File: src/rtl/alu_arbiter_pkg.sv
// Shared widths, requester id and opcode encodings for the ALU arbiter slice.
package alu_arbiter_pkg;

  localparam int unsigned ALU_OP_W   = 2;
  localparam int unsigned ALU_DATA_W = 8;
  localparam int unsigned ALU_RES_W  = 16;

  typedef enum logic {
    REQ0 = 1'b0,
    REQ1 = 1'b1
  } req_id_t;

  typedef enum logic [ALU_OP_W-1:0] {
    ALU_ADD = 2'b00,
    ALU_SUB = 2'b01,
    ALU_MUL = 2'b10,
    ALU_AND = 2'b11
  } alu_op_t;

endpackage

File: src/rtl/alu_arbiter_alu.sv
// Combinational ALU shared by both requesters: add, subtract, multiply, bitwise AND.
module alu_arbiter_alu
  import alu_arbiter_pkg::*;
(
  input  logic [ALU_OP_W-1:0]   OP_CODE,
  input  logic [ALU_DATA_W-1:0] A,
  input  logic [ALU_DATA_W-1:0] B,
  output logic [ALU_RES_W-1:0]  RESULT,
  output logic                  NEG
);

  always_comb begin
    RESULT = '0;
    NEG    = 1'b0;
    case (OP_CODE)
      ALU_ADD: RESULT = ALU_RES_W'(A) + ALU_RES_W'(B);
      ALU_SUB: begin
        // Two's-complement difference over the full result width.
        RESULT = ALU_RES_W'(A) - ALU_RES_W'(B);
        NEG    = (A < B);
      end
      ALU_MUL: RESULT = ALU_RES_W'(A) * ALU_RES_W'(B);
      ALU_AND: RESULT = ALU_RES_W'(A & B);
      default: RESULT = '0;
    endcase
  end

endmodule

File: src/rtl/alu_arbiter.sv
// Round-robin sharing of one ALU between two requesters through a two-stage pipeline
// with a per-requester held response slot.
module alu_arbiter
  import alu_arbiter_pkg::*;
#(
  parameter int unsigned OP_W   = ALU_OP_W,
  parameter int unsigned DATA_W = ALU_DATA_W,
  parameter int unsigned RES_W  = ALU_RES_W
) (
  input  logic              clk,
  input  logic              reset,
  input  logic              req0_valid,
  output logic              req0_ready,
  input  logic [OP_W-1:0]   req0_op,
  input  logic [DATA_W-1:0] req0_a,
  input  logic [DATA_W-1:0] req0_b,
  input  logic              req1_valid,
  output logic              req1_ready,
  input  logic [OP_W-1:0]   req1_op,
  input  logic [DATA_W-1:0] req1_a,
  input  logic [DATA_W-1:0] req1_b,
  output logic              rsp0_valid,
  input  logic              rsp0_ready,
  output logic [RES_W-1:0]  rsp0_result,
  output logic              rsp0_neg,
  output logic              rsp1_valid,
  input  logic              rsp1_ready,
  output logic [RES_W-1:0]  rsp1_result,
  output logic              rsp1_neg
);

  logic              busy0, busy1;
  req_id_t           last_grant;
  logic              s1_valid;
  req_id_t           s1_id;
  logic [OP_W-1:0]   s1_op;
  logic [DATA_W-1:0] s1_a, s1_b;
  logic [RES_W-1:0]  alu_result;
  logic              alu_neg;
  logic              elig0, elig1;
  logic              grant0, grant1;

  assign elig0 = req0_valid & ~busy0;
  assign elig1 = req1_valid & ~busy1;

  // Ready is held low throughout reset regardless of requester state.
  always_comb begin
    grant0 = 1'b0;
    grant1 = 1'b0;
    if (reset) begin
      if (elig0 && (!elig1 || last_grant == REQ1)) grant0 = 1'b1;
      else if (elig1)                              grant1 = 1'b1;
    end
  end

  assign req0_ready = grant0;
  assign req1_ready = grant1;

  always_ff @(posedge clk or negedge reset) begin
    if (!reset) begin
      busy0      <= 1'b0;
      busy1      <= 1'b0;
      last_grant <= REQ1;
      s1_valid   <= 1'b0;
      s1_id      <= REQ0;
      s1_op      <= '0;
      s1_a       <= '0;
      s1_b       <= '0;
    end else begin
      s1_valid <= grant0 | grant1;
      if (grant0) begin
        s1_op      <= req0_op;
        s1_a       <= req0_a;
        s1_b       <= req0_b;
        s1_id      <= REQ0;
        last_grant <= REQ0;
      end else if (grant1) begin
        s1_op      <= req1_op;
        s1_a       <= req1_a;
        s1_b       <= req1_b;
        s1_id      <= REQ1;
        last_grant <= REQ1;
      end
      // Accept needs !busy, release needs a held response, so they never coincide.
      if (grant0)                       busy0 <= 1'b1;
      else if (rsp0_valid & rsp0_ready) busy0 <= 1'b0;
      if (grant1)                       busy1 <= 1'b1;
      else if (rsp1_valid & rsp1_ready) busy1 <= 1'b0;
    end
  end

  always_ff @(posedge clk or negedge reset) begin
    if (!reset) begin
      rsp0_valid  <= 1'b0;
      rsp0_result <= '0;
      rsp0_neg    <= 1'b0;
      rsp1_valid  <= 1'b0;
      rsp1_result <= '0;
      rsp1_neg    <= 1'b0;
    end else begin
      if (s1_valid && s1_id == REQ0) begin
        rsp0_valid  <= 1'b1;
        rsp0_result <= alu_result;
        rsp0_neg    <= alu_neg;
      end else if (rsp0_valid & rsp0_ready) begin
        rsp0_valid <= 1'b0;
      end
      if (s1_valid && s1_id == REQ1) begin
        rsp1_valid  <= 1'b1;
        rsp1_result <= alu_result;
        rsp1_neg    <= alu_neg;
      end else if (rsp1_valid & rsp1_ready) begin
        rsp1_valid <= 1'b0;
      end
    end
  end

  alu_arbiter_alu u_alu (
    .OP_CODE (s1_op),
    .A       (s1_a),
    .B       (s1_b),
    .RESULT  (alu_result),
    .NEG     (alu_neg)
  );

endmodule

File: config.mk
export PLATFORM = sky130hd
export DESIGN_NAME = alu_arbiter
export DESIGN_NICKNAME = d
export VERILOG_FILES = /design/src/rtl/alu_arbiter_pkg.sv /design/src/rtl/alu_arbiter_alu.sv /design/src/rtl/alu_arbiter.sv
export SDC_FILE = /design/constraint.sdc
export NUM_CORES = 1
export LEC_CHECK = 0
export ABC_AREA = 1
export CAP_MARGIN = 30
export CORE_ASPECT_RATIO = 1.1
export CORE_MARGIN = 4
export CORE_UTILIZATION = 30
export DETAILED_ROUTE_END_ITERATION = 10
export GPL_TIMING_DRIVEN = 1
export PLACE_DENSITY = 0.59
export SETUP_SLACK_MARGIN = 0.02
export SLEW_MARGIN = 40
export SYNTH_ARGS = -nofsm -noshare
export SYNTH_HDL_FRONTEND = slang
export SYNTH_SLANG_ARGS = --single-unit
File: constraint.sdc
create_clock -name clk -period 4.8 [get_ports clk]
set_clock_uncertainty 0.15 [all_clocks]
set_input_delay 1.2 -clock clk [delete_from_list [all_inputs] [get_ports clk]]
set_output_delay 1.2 -clock clk [all_outputs]
set_load 0.03 [all_outputs]
==> flow_summary.toml, run 1 <==
[finish]
drive_above_1_share = 0.04586
final_area_um2 = 7069
antenna_cells = 0
finish.utilization = 0.3799
syn2layout_area_growth_pct = 23.34
final_net_count = 1021

[hold_path]
hold_path.class = "reg2reg"
worstHoldStart = "rsp0_result[5]"

[route]
routedWlPerCell_um = 13.15
num_vias = 5021
drc_errors = 0
antenna_left = 0
drt_wl_total_mm = 14.95
via_per_inst = 4.416
drt_iter0_drc = 221
drt_first_pass_iters = 4

[floorplanning]
initial_core_util = 0.3080
fp-row-count = 52
io_pins = 80
coreArea_um2 = 18610
die_area_um2 = 21380
dieHeight_um = 153.0
die_x_um = 139.8

[clock_network]
ctsResizeCount = 0
clk_path_buf_depth = 2
cts_buffers = 9
clkLatencyLatePin_ps = 330
cts_root_buf = "clkbuf_16"
cts.clk_slew.worst_paths_ps = 50
clock-sinks = 59
cts_hold_buf = 0
h-tree-depth = 3
cts_setup_buffers = 0
cts_tree = "yes"

[sta]
rsz0062_at_grt = "no"
worst_pin_slew_ps = 687.8
hold_viol = 0
slew_headroom = 0.5410
fmax_mhz = 221.2
finalCritPeriodShare = 0.9418
setup_viol_count_final = 0
hold-worst-slack_ps = 328.9
setup-tns-final_ps = 0
period_minus_slack_ps = 4520
final_max_slew_viol_count = 0

[global_route]
grt_usage = 0.1429
grt_overflow = 0
grt_pass1_wl_mm = 25.29
antenna_found_initial = 0
grt_max_degree = 59
grt_pass1_vias = 5043

[worst_setup_path]
critPathMostFrequentCell = "nand2_1"
worstPathCellList = "ha_1, fa_1, fa_1, fa_1, inv_1, fa_1, inv_1, ha_1, nand2_1, nor2_1, nand3_1, nand3_1, nand2_1, nand3_1, nand2_1, nand2_1, nand2_1"
end_kind = "flop"
cpMaxStageDelayCell = "fa_1"
cp_slowest_stage_delay_ps = 570
crit_start = "s1_a[4]"
cp_num_buf_inv = 2
startpoint_type = "flop"
cp_top_family = "adder cells"
required_ps = 4860
critical_path_class = "reg2reg"
crit_path_max_fanout = 10
arrival_ps = 4580
rr_startpoint = "s1_a[4]"

[logic_synthesis]
ys.flop_type = "dfrtp_1"
synth_area_leader_cell = "dfrtp_1"
yosysSeqAreaShare = 0.2578
synth_edf_count = 0
synth_area_um2 = 5732
synth_top_area_frac = 0.2532
synth_seq_cells = 59
synth_commonest_cells = "nand2_1, inv_1, dfrtp_1, nand3_1, ha_1"
synth_warnings = 0
syn-num-nets = 955
syn_avg_cell_area_um2 = 6.964
synth_cell_type_count = 32
async_reset_ff_frac = 1.000
netlist_top_cells_area = "dfrtp_1, nand2_1, fa_1"
yosysMostFrequentCell = "nand2_1"
syn_inst = 823

[place]
port_buffers = 79
gp_congestion = 0.8930
place_area_um2 = 6738
dpl.hpwl_mm = 12.33

[run_status]
outcome = "completed"

[job]
drv_cap = 0
-- final timing paths --
check	end	slack, ps	cells past startpoint
hold reg to reg	rsp0_result[5]	330	2
max in group asynchronous	rsp1_result[9]	3270	2
setup / recovery	rsp1_result[12]	280	17
setup reg to reg	rsp1_result[12]	280	17
min in group asynchronous	last_grant	700	1
hold / removal	rsp0_result[5]	330	2
-- sequential cells by signal, summed over array words and instances (netlist names) --
| register | count |
|---|---|
| s1_a | 8 |
| busy1 | 1 |
| last_grant | 1 |
| rsp0_result | 16 |
| rsp0_neg | 1 |
| rsp0_valid | 1 |
| s1_op | 2 |
| rsp1_neg | 1 |
| rsp1_result | 16 |
| s1_b | 8 |
| busy0 | 1 |
| rsp1_valid | 1 |
| s1_valid | 1 |
| s1_id | 1 |
-- cells by family after synthesis --
family          share of synthesized area
flops                              0.2578
compound gates                    0.06789
fa+ha+maj                          0.2462
buf+inv                            0.1508
simple gates                       0.2696
xor+xnor                         0.007640
-- per-stage QoR --
| step | setup WS, ps | std cells |
|---|---|---|
| floorplan | 615.0 | 823 |
| global placement | 289.8 | 1121 |
| detailed placement | 288.3 | 1121 |
| CTS | 280.4 | 1137 |
| global route | 51.19 | 1137 |
| finish | 279.6 | 1137 |
-- per-layer routing --
layer | share of wire | global-route usage
met4 | 0.010 | 0.03184
met1 | 0.48 | 0.2030
met2 | 0.46 | 0.2310
met3 | 0.043 | 0.02125
met5 | 0 | 0
-- cell usage in the layout (no fill, tap or decap), drive strengths merged, types with 9 or more instances in the layout --
master,synthesis,final
nor2,32,32
nand2,274,274
a21oi,18,18
ha,52,52
o21ai,39,39
o22ai,9,9
fa,38,38
clkbuf,22,10
buf,12,11
dfrtp,58,58
nand3,56,56
clkdlybuf4s50,0,78
inv,187,187
-- layout make-up --
cell class / instances / area (µm²)
tap: 243 / 304.0
timing repair buffer: 89 / 864.6
fill: 2016 / 11540
clock buffer: 10 / 239.0
clock inverter: 6 / 88.84
inverter: 188 / 705.7
sequential: 59 / 1478
multi-input combinational: 542 / 3390
-- worst register-to-register path: stages, from the launching register on --
cell     delay [ps]
dfrtp_1         540
ha_1            380
fa_1            580
fa_1            440
fa_1            540
inv_1            50
fa_1            520
inv_1            40
ha_1            350
nand2_1         120
nor2_1          160
nand3_1         120
nand3_1         100
nand2_1          50
nand3_1          70
nand2_1          70
nand2_1          70
nand2_1          50
Power of run 1 is left out: the tool's default activity adds up to more than one toggle a clock period on the data nets, which glitch-free logic cannot reach.
==> run 2, diff against run 1 <==
- CAP_MARGIN: 30 -> not set
- SKIP_CTS_REPAIR_TIMING: not set -> 1
==> results of run 2 <==
Same layout as run 1: the final DEF is identical, and so are final timing and power.
Power of run 2 is left out for the same reason.
